===== config.mk =====
export PLATFORM = sky130hd
export DESIGN_NAME = ram_rd_arb
export DESIGN_NICKNAME = d
export VERILOG_FILES = /design/src/rtl/ram_arb_pkg.sv /design/src/rtl/rr_arbiter.sv /design/src/rtl/ram_rd_arb.sv
export SDC_FILE = /design/constraint.sdc
export NUM_CORES = 1
export LEC_CHECK = 0
export BUFFER_PORTS_ARGS = -buffer_cell sky130_fd_sc_hd__buf_2
export CELL_PAD_IN_SITES_DETAIL_PLACEMENT = 1
export CELL_PAD_IN_SITES_GLOBAL_PLACEMENT = 2
export CORE_UTILIZATION = 27
export CTS_BUF_LIST = sky130_fd_sc_hd__clkbuf_2 sky130_fd_sc_hd__clkbuf_4 sky130_fd_sc_hd__clkbuf_8
export DETAILED_ROUTE_END_ITERATION = 10
export PLACE_DENSITY_LB_ADDON = 0.2
export SYNTH_ARGS = -nofsm -noshare
export SYNTH_HDL_FRONTEND = slang
export SYNTH_SLANG_ARGS = --single-unit

===== constraint.sdc =====
create_clock -name clk -period 1.8 [get_ports clk]
set_input_delay 0.18 -clock clk [delete_from_list [all_inputs] [get_ports clk]]
set_output_delay 0.18 -clock clk [all_outputs]
set_load 0.03 [all_outputs]

===== src/rtl/ram_arb_pkg.sv =====
// Shared types for the ram_sdp read-port arbiter: ID width helpers and the shadow-pipeline entry.
// ID field is sized for the largest supported requester count (16).
package ram_arb_pkg;

  localparam int ID_W_MAX = 4;

  function automatic int clog2(input int n);
    int r;
    r = 0;
    for (int i = 0; i < 31; i++) begin
      if ((1 << i) < n) r = i + 1;
    end
    return r;
  endfunction

  function automatic int id_width(input int n);
    return (n < 2) ? 1 : clog2(n);
  endfunction

  typedef struct packed {
    logic                valid;
    logic [ID_W_MAX-1:0] id;
  } shadow_t;

endpackage


===== src/rtl/rr_arbiter.sv =====
// One-hot request arbiter: round-robin from ptr when RAM_RD_ARB_RR_EN is defined, else lowest index wins.
// Purely combinational; grants nothing when no request is present.
module rr_arbiter #(
  parameter int N  = 4,
  parameter int PW = 2
) (
`ifdef RAM_RD_ARB_RR_EN
  input  logic [PW-1:0] ptr,
`endif
  input  logic [N-1:0]  req,
  output logic [N-1:0]  gnt,
  output logic [PW-1:0] gnt_id
);

  always_comb begin
    int   idx;
    logic found;
    idx    = 0;
    found  = 1'b0;
    gnt    = '0;
    gnt_id = '0;
    for (int k = 0; k < N; k++) begin
`ifdef RAM_RD_ARB_RR_EN
      idx = (int'(ptr) + k) % N;
`else
      idx = k;
`endif
      if (!found && req[idx]) begin
        found    = 1'b1;
        gnt[idx] = 1'b1;
        gnt_id   = PW'(idx);
      end
    end
  end

endmodule


===== src/rtl/ram_rd_arb.sv =====
// Shares one ram_sdp read port among NUM_REQ clients; round-robin with RAM_RD_ARB_RR_EN, else fixed priority.
// Accept-to-response latency DOUT_PIPE_NUMBER+3; one accept per cycle, responses cannot be backpressured.
module ram_rd_arb
  import ram_arb_pkg::*;
#(
  parameter int NUM_REQ          = 4,
  parameter int ADDR_WIDTH       = 14,
  parameter int DATA_WIDTH       = 36,
  parameter int DOUT_PIPE_NUMBER = 10
) (
  input  logic                          clk,
  input  logic                          rst_n,
  input  logic [NUM_REQ-1:0]            req_valid,
  input  logic [NUM_REQ*ADDR_WIDTH-1:0] req_addr,
  output logic [NUM_REQ-1:0]            req_ready,
  output logic                          enb,
  output logic [ADDR_WIDTH-1:0]         addrb,
  input  logic [DATA_WIDTH-1:0]         doutb,
  input  logic                          doutb_valid,
  output logic [NUM_REQ-1:0]            rsp_valid,
  output logic [DATA_WIDTH-1:0]         rsp_data,
  output logic                          rsp_err
);

  localparam int ID_W = id_width(NUM_REQ);

  logic [NUM_REQ-1:0]  gnt;
  logic [ID_W-1:0]     gnt_id;
  logic                accept;
  logic [ID_W_MAX-1:0] id_q;
  shadow_t             sh [DOUT_PIPE_NUMBER+1];
  shadow_t             sh_exit;

`ifdef RAM_RD_ARB_RR_EN
  logic [ID_W-1:0] ptr;

  rr_arbiter #(.N(NUM_REQ), .PW(ID_W)) u_arb (
    .ptr    (ptr),
    .req    (req_valid),
    .gnt    (gnt),
    .gnt_id (gnt_id)
  );

  always_ff @(posedge clk) begin
    if (!rst_n) begin
      ptr <= '0;
    end else if (accept) begin
      ptr <= (int'(gnt_id) == NUM_REQ - 1) ? '0 : gnt_id + ID_W'(1);
    end
  end
`else
  rr_arbiter #(.N(NUM_REQ), .PW(ID_W)) u_arb (
    .req    (req_valid),
    .gnt    (gnt),
    .gnt_id (gnt_id)
  );
`endif

  assign req_ready = rst_n ? gnt : '0;
  assign accept    = |req_ready;

  // The ID travels next to enb so that stage 0 captures it on the same edge the RAM samples enb.
  always_ff @(posedge clk) begin
    if (!rst_n) begin
      enb   <= 1'b0;
      addrb <= '0;
      id_q  <= '0;
    end else begin
      enb  <= accept;
      id_q <= ID_W_MAX'(gnt_id);
      if (accept) addrb <= req_addr[int'(gnt_id)*ADDR_WIDTH +: ADDR_WIDTH];
    end
  end

  always_ff @(posedge clk) begin
    if (!rst_n) begin
      for (int k = 0; k <= DOUT_PIPE_NUMBER; k++) sh[k] <= '0;
    end else begin
      sh[0] <= '{valid: enb, id: id_q};
      for (int k = 1; k <= DOUT_PIPE_NUMBER; k++) sh[k] <= sh[k-1];
    end
  end

  assign sh_exit = sh[DOUT_PIPE_NUMBER];

  // ram_sdp is never reset, so a read issued before reset can still return; flag it instead of routing it.
  always_ff @(posedge clk) begin
    if (!rst_n) begin
      rsp_valid <= '0;
      rsp_data  <= '0;
      rsp_err   <= 1'b0;
    end else begin
      rsp_data  <= doutb;
      rsp_err   <= sh_exit.valid != doutb_valid;
      rsp_valid <= (sh_exit.valid && doutb_valid) ? (NUM_REQ'(1) << sh_exit.id) : '0;
    end
  end

endmodule


==> metrics.md, run 1 <==
| Metric | Value |
|---|---|
| Status | `completed` |
| Crit. End Element | `flop` |
| CTS tree | `built` |
| Layout cell share with drive strength beyond 1 | `roughly 45%` |
| Via count | `2659` |
| DRC errors left | `0` |
| DPL Wire Length | `6.067 mm` |
| Post-Synthesis Cells | `~270` |
| Post-CTS sizing | `0` |
| Syn_nets | `approximately 370` |
| All-Layer GR Usage | `approximately 15%` |
| Gr busiest metal | `met2` |
| GR Layer Usage met3 | `under 10%` |
| NetSw | `between 1 and 1.5 mW` |
| Cell internal pwr | `just under 3 mW` |
| Aggregate global routing overflow | `0` |
| CP startpoint | `req_valid[0]` |
| Clock root buffer | `clkbuf_8` |
| Antenna cells | `0` |
| WP data required | `about 2.1 ns` |
| R2r endpoint | `rsp_valid[1]` |
| Slew Viols, Final | `0` |
| Endpoints failing setup | `0` |
| RSZ-0062 raised after global routing | `no` |
| WL/cell | `14.77 microns` |
| Antenna viol nets, final | `0` |
| Worst setup SP type | `primary input` |
| Largest net degree at the start of global routing | `30` |
| Arr. time, crit path | `1.65 ns` |
| Path depth of the worst reg2reg path | `3` |
| Hold path cells | `2` |
| Reg2Reg Setup Slack | `around 0.95 ns` |
| #FFs+latches synth | `91` |
| Critical Path Fanout Max | `13` |
| Via/cell ratio | `4.673` |
| Total setup buffers inserted after CTS | `0` |
| Clock Tree Buf Depth | `2` |
| Critical path type | `primary input to flop` |
| DR pass1 iterations | `5` |
| CTS Hold Buffers Added | `3` |
| R2r startpoint | `sh[10][4]` |
| Unique masters post-synth | `26` |
| First-pass GRT wire length | `about 13 mm` |
| Dpl cell area | `around 4000 sq um` |
| Die Area | `roughly 12000 sq um` |
| Hold Crit Start | `doutb[13]` |
| Post-synthesis sequential area ratio | `roughly 60%` |
| Post-route minimum period | `between 1 and 1.5 ns` |
| Iter 0 DRT Violations | `97` |
| Synth area leaders | `dfxtp_1 (59%), and2_1 (14%), o311a_1 (4.6%)` |
| Switching share of power | `approximately 27%` |
| Number of enable flip-flop cells after synthesis | `0` |
| Hold Path Sink | `rsp_data[13]` |
| Pwr dens | `about 960 nW/um^2` |
| Worst Max-Slew Pin Slew | `0.8008 ns` |
| Avg Cell Area, Syn | `~12 sq um` |
| Placement Rows | `38` |
| Warnings, synthesis | `0` |
| Final GP Congestion | `roughly 0.73` |
| Mapped cell area | `a little over 3000 sq um` |
| Synth Flop Type | `dfxtp_1` |
| Met1 GRT Util | `17.20%` |
| Fin nets | `~520` |
| Finished Cell Area | `4230 sq um` |
| Port Buf Inserts | `158` |
| Die height | `108.7 microns` |
| Top-area cell type share of the netlist area | `59.26%` |
| Met2 usage in global routing | `about a quarter` |
| Initial Utilization | `around 28%` |
| TritonCTS Buffers | `9` |
| Top cell type by total area after synthesis | `dfxtp_1` |
| Final worst path period share | `between 70 and 80%` |
| Power share of the combinational group | `around 14%` |
| Final hold vios | `0` |
| P&R area growth vs syn | `37.61%` |
| Post-Route WL | `approximately 8.4 mm` |
| Peak supply drop | `slightly below 0.3 mV` |
| FFs w/ async S/R, synth | `0%` |
| Slew headroom | `a little under half` |
| TritonCTS Sinks | `91` |
| Sequential Power Share | `52.1%` |
| FF+latch area | `roughly 1800 sq um` |
| Clock Skews | `roughly 0.0055 ns` |
| Clock Latency Late Sink | `0.36 ns` |
| Initial antenna violation count | `1` |
| Vias in the first global route | `approximately 2.6k` |
| P_leak | `about 2.0 nW` |
| Hold Path Class | `primary input to flop` |
| Setup TNS | `0 ns` |
| DIE WIDTH | `~110 microns` |
| Max cap viols | `0` |
| I/O pin total | `about 160` |
| CTS clk-pin slew, worst paths | `around 0.090 ns` |
| Max Clk Rate | `around 740 MHz` |
| Fill cell count | `approximately 1.3k` |
| H-Tree Depth | `3` |
| Multi-input logic area | `~1100 sq um` |
| Core area | `roughly 11000 sq um` |
| Clk network pwr share | `33.4%` |
==> cells by family (layout without fill, tap and decap cells) <==
logic type                 after synthesis  count (layout)  synth area share [%]
AOI/OAI and AO/OA                       56              56                 17.34
DFF                                     91              91                 59.26
adders and majority gates                1               1                0.4069
and+or+nand+nor                         92              92                 18.88
buffers and inverters                   25             188                 3.785
muxes                                    1               1                0.3256
==> power by group through the flow <==
stage	registers, mW	logic [mW]	clock network [mW]
after CTS	2.12	0.602	1.44
after global routing	2.13	0.640	1.51
after global placement	2.17	0.588	0
after detailed placement	2.17	0.595	0
final	2.12	0.592	1.36
after floorplan	2.32	0.202	0
==> flip-flops by register name, indices dropped and copies added, names as in the netlist <==
signal	cells
addrb	14
enb	1
sh	33
id_q	2
rsp_data	36
rsp_valid	4
rsp_err	1
==> metal layers <==
metal | vias up | part of all wire, %
li1 | 1263 | -
met1 | 1265 | 43
met2 | 120 | 47
met5 | - | 0
met4 | 0 | 1.5
met3 | 11 | 9.0
==> synthesized netlist by cell type (all sizes together), types with 4 or more instances <==
library cell  instances
a22oi                14
clkbuf               15
a222oi               13
nor2                  4
dfxtp                91
o211ai               13
and2                 71
o311a                14
buf                   9
==> worst max-delay path, cell delays in order <==
cell and delay [ns]:
buf_2 0.17, nor4b_4 0.75, a222oi_1 0.22, o211ai_1 0.14, o311a_1 0.19
==> area by class of cell <==
cell class | instances | area share (%)
sequential | 91 | 43.06
multi-input combinational | 150 | 27.00
timing repair buffer | 171 | 21.18
tap | 140 | 4.141
clock buffer | 9 | 2.928
clock inverter | 7 | 1.597
inverter | 1 | 0.08873
==> through the flow <==
| stage | hold slack [ns] | total power [mW] | std cells | util, % | setup slack, ns |
|---|---|---|---|---|---|
| 6_report | 0.02363 | 4.074 | 569 | 38.52 | 0.4502 |
| 3_3_place_gp | 0.3865 | 2.756 | 550 | 36.50 | 0.1141 |
| 2_1_floorplan | 0.3073 | 2.517 | 266 | - | 0.1053 |
| 4_1_cts | 0.0004717 | 4.160 | 569 | 38.52 | 0.4228 |
| 5_1_grt | 0.004403 | 4.281 | 569 | 38.52 | 0.3515 |
| 3_5_place_dp | 0.3902 | 2.764 | 550 | 36.50 | 0.08614 |
==> worst max-delay path by stage <==
stage | endpoint | slack (ns)
floorplan | req_ready[2] | 0.11
global placement | addrb[3] | 0.11
detailed placement | addrb[0] | 0.09
CTS | req_ready[2] | 0.42
global route | addrb[0] | 0.35
finish | addrb[0] | 0.45
==> layout by cell type (no fill, tap or decap), drive strengths merged <==
master	synthesis	layout
nor3b	3	3
clkbuf	15	9
clkinv	0	5
nor2b	3	3
buf	9	168
a222oi	13	13
inv	1	2
o211ai	13	13
ha	1	1
nor4b	2	2
nor2	4	4
dlygate4sd3	0	3
and4	1	1
nand2	3	3
nor3	3	3
o311a	14	14
bufinv	0	1
nand2b	1	1
o21a	1	1
or3	1	1
a22oi	14	14
o21ai	1	1
dfxtp	91	91
mux2i	1	1
and2	71	71
Note: power is estimated with default switching activity, not from simulation.
==> inputs of run 2 (changes only) <==
Settings changed: CORE_UTILIZATION 27 to 25.
Clock period 1.8 ns to 1.2 ns, I/O delays scaled along.
==> run 2 against run 1 <==
Compared with the run above: combinational power is 72% higher; flip-flop and latch count stayed put; power is 67% higher; first-iteration DRC count is 73% higher; utilization is 1.2 points higher; routed wire length is 5.3% higher; register-to-register slack worse by 0.60 ns; sequential power is 50% higher; worst hold slack better by 0.053 ns; cell count is 8.6% higher; critical path type is now primary input to output pin.
==> metrics.md, run 2 (synthesis results as in run 1) <==
| Metric | Value |
|---|---|
| Placement Rows | `40 (was 38)` |
| Antenna viol nets, final | `0 (unchanged)` |
| Clock Skews | `0.01455 ns (was 0.005452 ns)` |
| Clock Latency Late Sink | `0.37 ns (was 0.36 ns)` |
| Most frequent cells in the layout | `buf_2 (157), dfxtp_1 (91), and2_1 (70) (was buf_2 (158), dfxtp_1 (91), and2_1 (71))` |
| All-Layer GR Usage | `14.41% (was 14.76%)` |
| Gr busiest metal | `met2 (unchanged)` |
| Via count | `2812 (was 2659)` |
| Largest net degree at the start of global routing | `52 (was 30)` |
| Dpl cell area | `4134 sq um (was 4009 sq um)` |
| Critical Path Fanout Max | `5 (was 13)` |
| DRC errors left | `0 (unchanged)` |
| Slew Viols, Final | `0 (unchanged)` |
| Post-route minimum period | `~1.1 ns` |
| P_leak | `2.216 nW (was 1.979 nW)` |
| TritonCTS Sinks | `91 (unchanged)` |
| CTS tree | `built (unchanged)` |
| Status | `completed (unchanged)` |
| Worst Max-Slew Pin Slew | `0.3786 ns (was 0.8008 ns)` |
| Antenna cells | `0 (unchanged)` |
| CTS clk-pin slew, worst paths | `0.10 ns (was 0.09 ns)` |
| TritonCTS Buffers | `9 (unchanged)` |
| Fin nets | `566 (was 524)` |
| Pwr dens | `1425 nW/um^2 (was 963.1 nW/um^2)` |
| WP data required | `1.08 ns (was 2.10 ns)` |
| Layout cell share with drive strength beyond 1 | `44.16% (was 45.45%)` |
| Worst setup margin | `0.05373 ns (was 0.4502 ns)` |
| Clock Tree Buf Depth | `2 (unchanged)` |
| Slowest cell on crit path | `nor4b_4 (unchanged)` |
| RSZ-0062 raised after global routing | `no (unchanged)` |
| DIE WIDTH | `112.9 microns (was 108.7 microns)` |
| P&R area growth vs syn | `55.23% (was 37.61%)` |
| Max Clk Rate | `872.4 MHz` |
| Post-Place Cells | `565 (was 550)` |
| I/O pin total | `159 (unchanged)` |
| Via/cell ratio | `4.550 (was 4.673)` |
| DR pass1 iterations | `5 (unchanged)` |
| Aggregate global routing overflow | `0 (unchanged)` |
| Fin cells | `618 (was 569)` |
| Final worst path period share | `around 96%` |
| Crit-path cells | `buf_2 -> buf_4 -> nand2b_4 -> nor4b_4 -> buf_6 (was buf_2 -> nor4b_4 -> a222oi_1 -> o211ai_1 -> o311a_1)` |
| Clock root buffer | `clkbuf_8 (unchanged)` |
| Regs by FF count | `rsp_data (36), sh (33), addrb (14) (unchanged)` |
| Endpoints failing setup | `0 (unchanged)` |
| Final GP Congestion | `0.8264 (was 0.7342)` |
| WL/cell | `14.33 microns (was 14.77 microns)` |
| Met1 GRT Util | `15.91% (was 17.20%)` |
| Peak supply drop | `0.5832 mV (was 0.2913 mV)` |
| Total Power | `6.798 mW (was 4.074 mW)` |
| Max cap viols | `0 (unchanged)` |
| Finished Cell Area | `4772 sq um (was 4230 sq um)` |
| Hold Path Class | `primary input to flop (unchanged)` |
| Iter 0 DRT Violations | `168 (was 97)` |
| Vias in the first global route | `2932 (was 2636)` |
| Largest reg by FF count | `rsp_data (unchanged)` |
| Setup TNS | `0 ns (unchanged)` |
| Core area | `12010 sq um (was 10980 sq um)` |
| Worst setup SP type | `primary input (unchanged)` |
| GR Layer Usage met3 | `5.142% (was 5.021%)` |
| Crit. End Element | `output pin (was flop)` |
| Die Area | `12740 sq um (was 11820 sq um)` |
| DPL Wire Length | `5.843 mm (was 6.067 mm)` |
| First-pass GRT wire length | `14.23 mm (was 13.14 mm)` |
| H-Tree Depth | `3 (unchanged)` |
| Post-Place Setup Slack | `-0.4080 ns (was 0.08614 ns)` |
| Max reg flops | `36 (unchanged)` |
| Critical path type | `primary input to output pin (was primary input to flop)` |
| Slew headroom | `74.76% (was 46.39%)` |
| Commonest non-fill, non-tap cell in the layout | `buf_2 (unchanged)` |
| Initial antenna violation count | `0 (was 1)` |
| Met2 usage in global routing | `25.23% (was 24.28%)` |
| Crit-path max cell delay | `0.28 ns (was 0.75 ns)` |
| Port Buf Inserts | `158 (unchanged)` |
| Initial Utilization | `25.59% (was 27.99%)` |
| Die height | `112.9 microns (was 108.7 microns)` |
| Post-Route WL | `8.853 mm (was 8.406 mm)` |
| Arr. time, crit path | `1.03 ns (was 1.65 ns)` |
| Final hold vios | `0 (unchanged)` |
## run 2: repair_timing
item,4_1_cts,5_1_grt
hold buffers,36,0
endpoints found under the hold margin,36,0
resized for setup,1,1
pin swaps,0,1
setup endpoints to repair,1,11
setup buffers,0,1
## run 2: through the flow
| step | util [%] | hold WS [ns] |
|---|---|---|
| after floorplan | - | 0.2473 |
| after global placement | 34.42 | 0.3263 |
| after detailed placement | 34.42 | 0.3304 |
| after CTS | 39.53 | 0.04335 |
| after global routing | 39.73 | 0.05659 |
| final | 39.73 | 0.07708 |
## run 2: worst paths after layout
path | start | to | slack [ns] | cells past startpoint
hold / removal | doutb_valid | rsp_err | 0.08 | 3
setup reg to reg | sh[10][4] | rsp_valid[1] | 0.35 | 3
setup / recovery | req_valid[0] | req_ready[3] | 0.05 | 5
hold reg to reg | sh[3][0] | sh[4][0] | 0.44 | 1
## run 2: routing by layer
metal	part of all wire [%]	vias up	wire (microns)
li1	-	1348	-
met1	40	1337	3522
met2	51	118	4553
met3	7.6	9	677
met4	1.1	0	100
met5	0	-	0
## run 2: final cells by class
cell class	count	area (sq um)
inverters	1	3.754
well taps	147	183.9
multi-input cells	150	1174
repair buffers	213	1338
flip-flops and latches	91	1822
clock inverters	7	127.6
fillers	1376	7239
clock buffers	9	123.9
## run 2: critical path: cells and delay by family
| kind | cells | cell delay [ns] |
|---|---|---|
| buffers and inverters | 3 | 0.45 |
| and+or+nand+nor | 2 | 0.45 |
## run 2: where the power goes
part	leakage [nW]	total, mW	switching, mW	internal (mW)
registers	0.750	3.18	0.0397	3.14
clock network	0.127	2.60	1.18	1.42
logic	1.34	1.02	0.559	0.460
total	2.22	6.80	1.78	5.02
==> inputs of run 3 (changes only) <==
Settings changed: SYNTH_HIERARCHICAL from default to 1.
==> run 3 against run 2 <==
Compared with the run above: utilization down 0.14 points; synthesized cell count down 14%; sequential share of layout area up 2.0 points; fmax down 2.5%; critical endpoint is now addrb[5].
==> metrics.md, run 3 <==
| Metric | Value |
|---|---|
| Vias in the first global route | `2466 (was 2932)` |
| Clock Skews | `0.004919 ns (was 0.01455 ns)` |
| DPL Wire Length | `4.472 mm (was 5.843 mm)` |
| Sequential Power Share | `51.5% (was 46.8%)` |
| All-Layer GR Usage | `11.21% (was 14.41%)` |
| Endpoints failing setup | `0 (unchanged)` |
| CTS clk-pin slew, worst paths | `0.09 ns (was 0.10 ns)` |
| Power share of the combinational group | `15.3% (was 15.0%)` |
| Most frequent cells in the layout | `buf_2 (158), dfxtp_1 (91), and2_1 (76) (was buf_2 (157), dfxtp_1 (91), and2_1 (70))` |
| Max Clk Rate | `850.3 MHz (was 872.4 MHz)` |
| Regs by FF count | `rsp_data (36), sh (33), addrb (14) (unchanged)` |
| P&R area growth vs syn | `53.21% (was 55.23%)` |
| Clock Latency Late Sink | `0.35 ns (was 0.37 ns)` |
| Iter 0 DRT Violations | `49 (was 168)` |
| Antenna cells | `0 (unchanged)` |
| First-pass GRT wire length | `10.87 mm (was 14.23 mm)` |
| Peak supply drop | `0.4326 mV (was 0.5832 mV)` |
| Critical Path Fanout Max | `15 (was 5)` |
| Reg2Reg Setup Slack | `0.39 ns (was 0.35 ns)` |
| Hold Path Class | `primary input to flop (unchanged)` |
| Post-Route WL | `6.604 mm (was 8.853 mm)` |
| Slowest cell on crit path | `mux4_2 (was nor4b_4)` |
| Max reg flops | `36 (unchanged)` |
| Warnings, synthesis | `6 (was 0)` |
| Post-route minimum period | `1.176 ns (was 1.146 ns)` |
| Layout cell share with drive strength beyond 1 | `47.02% (was 44.16%)` |
| Worst setup margin | `0.02388 ns (was 0.05373 ns)` |
| Die Area | `12290 sq um (was 12740 sq um)` |
| DIE WIDTH | `110.9 microns (was 112.9 microns)` |
| NetSw | `1.573 mW (was 1.777 mW)` |
| Largest reg by FF count | `rsp_data (unchanged)` |
| Clock root buffer | `clkbuf_8 (unchanged)` |
| Core area | `11470 sq um (was 12010 sq um)` |
| Critical path type | `primary input to flop (was primary input to output pin)` |
| Largest net degree at the start of global routing | `54 (was 52)` |
| Via/cell ratio | `4.059 (was 4.550)` |
| Via count | `2350 (was 2812)` |
| Arr. time, crit path | `1.43 ns (was 1.03 ns)` |
| Crit-path max cell delay | `0.51 ns (was 0.28 ns)` |
| Post-Synthesis Cells | `229 (was 266)` |
| Adder-Cell Fraction of Synth Area | `0.4223% (was 0.4070%)` |
| Top post-synthesis cells by count | `dfxtp_1 (91), and2_1 (76), a22o_1 (14) (was dfxtp_1 (91), and2_1 (71), clkbuf_1 (15))` |
| WP data required | `1.46 ns (was 1.08 ns)` |
| Crit. End Element | `flop (was output pin)` |
| Port Buf Inserts | `158 (unchanged)` |
| Syn_nets | `329 (was 366)` |
| I/O pin total | `159 (unchanged)` |
| Largest family of logic cells by synthesized area | `simple AND/OR/NAND/NOR gates (unchanged)` |
| Aggregate global routing overflow | `0 (unchanged)` |
| Mapped cell area | `2963 sq um (was 3074 sq um)` |
| Synth Flop Type | `dfxtp_1 (unchanged)` |
| Pwr dens | `1361 nW/um^2 (was 1425 nW/um^2)` |
| RSZ-0062 raised after global routing | `yes (was no)` |
| Final hold vios | `0 (unchanged)` |
| Top-area cell type share of the netlist area | `61.49% (was 59.26%)` |
| FFs w/ async S/R, synth | `0% (unchanged)` |
| Post-Place Setup Slack | `-0.4462 ns (was -0.4080 ns)` |
| Antenna viol nets, final | `0 (unchanged)` |
| CTS tree | `built (unchanged)` |
| Crit-path cells | `buf_2 -> nand2b_4 -> a21oi_4 -> buf_12 -> mux4_2 -> a22o_1 (was buf_2 -> buf_4 -> nand2b_4 -> nor4b_4 -> buf_6)` |
| Mux contribution to synthesized area | `11.28% (was 0.3256%)` |
| Initial Utilization | `25.84% (was 25.59%)` |
| Die height | `110.9 microns (was 112.9 microns)` |
| Top cell type by total area after synthesis | `dfxtp_1 (unchanged)` |
| DR pass1 iterations | `2 (was 5)` |
| Clk network pwr share | `33.2% (was 38.2%)` |
| Slew Viols, Final | `0 (unchanged)` |
| #FFs+latches synth | `91 (unchanged)` |
| Cell internal pwr | `4.605 mW (was 5.021 mW)` |
| Status | `completed (unchanged)` |
| Initial antenna violation count | `0 (unchanged)` |
| Unique masters post-synth | `23 (was 26)` |
| H-Tree Depth | `3 (unchanged)` |
| Final GP Congestion | `0.6375 (was 0.8264)` |
| Post-synthesis sequential area ratio | `61.49% (was 59.26%)` |
| Slew headroom | `80.17% (was 74.76%)` |
| DRC errors left | `0 (unchanged)` |
| Post-Synth XOR/XNOR Area | `0% (unchanged)` |
| TritonCTS Buffers | `9 (unchanged)` |
| Final worst path period share | `98.01% (was 95.52%)` |
| Max cap viols | `0 (unchanged)` |
| Worst hold slack | `0.09273 ns (was 0.07708 ns)` |
| Avg Cell Area, Syn | `12.94 sq um (was 11.56 sq um)` |
| Number of enable flip-flop cells after synthesis | `0 (unchanged)` |
| Worst Max-Slew Pin Slew | `0.2968 ns (was 0.3786 ns)` |
| Switching share of power | `25.45% (was 26.13%)` |
| Synth area leaders | `dfxtp_1 (61%), and2_1 (16%), mux4_2 (6.8%) (was dfxtp_1 (59%), and2_1 (14%), o311a_1 (4.6%))` |
| Worst setup SP type | `primary input (unchanged)` |
| P_leak | `2.152 nW (was 2.216 nW)` |
| Clock Tree Buf Depth | `2 (unchanged)` |
| Area fraction in compound gates after synthesis | `4.434% (was 17.34%)` |
| WL/cell | `11.41 microns (was 14.33 microns)` |
| TritonCTS Sinks | `91 (unchanged)` |
| Cell with the most instances after synthesis | `dfxtp_1 (unchanged)` |
| Commonest non-fill, non-tap cell in the layout | `buf_2 (unchanged)` |
| Simple-Gate Fraction of Synth Area | `19.09% (was 18.88%)` |
| Fin nets | `532 (was 566)` |
| Placement Rows | `39 (was 40)` |
[run 3: cell families after synthesis]
logic type,after synthesis
compound gates,15
fa+ha+maj,1
buf+inv,17
flops,91
mux,14
simple gates,91
[run 3: repair_timing]
item                       in CTS  in global routing
gates resized for setup         2                  4
hold endpoints to repair       36                  0
hold buffers                   36                  0
buffers inserted                1                  0
setup endpoints to repair       1                  7
[run 3: power groups by stage]
stage | combinational [mW] | sequential, mW | clock (mW)
after floorplan | 0.276 | 3.48 | 0
after global placement | 0.843 | 3.25 | 0
after detailed placement | 0.856 | 3.25 | 0
after CTS | 0.953 | 3.19 | 2.17
after global routing | 1.02 | 3.20 | 2.29
final | 0.944 | 3.18 | 2.05
[run 3: final timing paths]
kind                start        end  cells after the start
min           doutb_valid    rsp_err                      3
max reg2reg     sh[0][52]    rsp_err                      2
min reg2reg     sh[0][17]  sh[0][22]                      1
max          req_valid[2]   addrb[5]                      6
[run 3: metrics by stage]
stage               std cells  TNS [ns]  total power, mW  cell area (sq um)  util [%]
detailed placement        527    -5.183            4.109               3988     34.77
finish                    579         0            6.178               4539     39.59
floorplan                 229    -2.651            3.761               2969         -
global route              579  -0.03718            6.506               4539     39.59
CTS                       579         0            6.311               4554     39.72
global placement          527    -4.942            4.093               3988     34.77
[run 3: area by class of cell]
type                       count  area, sq um
fill                        1329         6928
sequential                    91         1822
timing repair buffer         207         1299
multi-input combinational    121         1037
tap                          143        178.9
clock buffer                  10        131.4
clock inverter                 5        63.81
inverter                       2        7.507
[run 3: per-layer routing]
| metal | up-vias | track usage (%) | wire, microns |
|---|---|---|---|
| met3 | 8 | 2.351 | 375 |
| met2 | 83 | 20.91 | 3623 |
| li1 | 1161 | - | - |
| met5 | - | 0 | 0 |
| met1 | 1098 | 11.31 | 2460 |
| met4 | 0 | 6.933 | 145 |
[run 3: worst max-delay path: cells and delay by family]
family / cells / cell delay, ns
compound gates: 2 / 0.37
buf+inv: 2 / 0.28
mux: 1 / 0.51
simple gates: 1 / 0.14
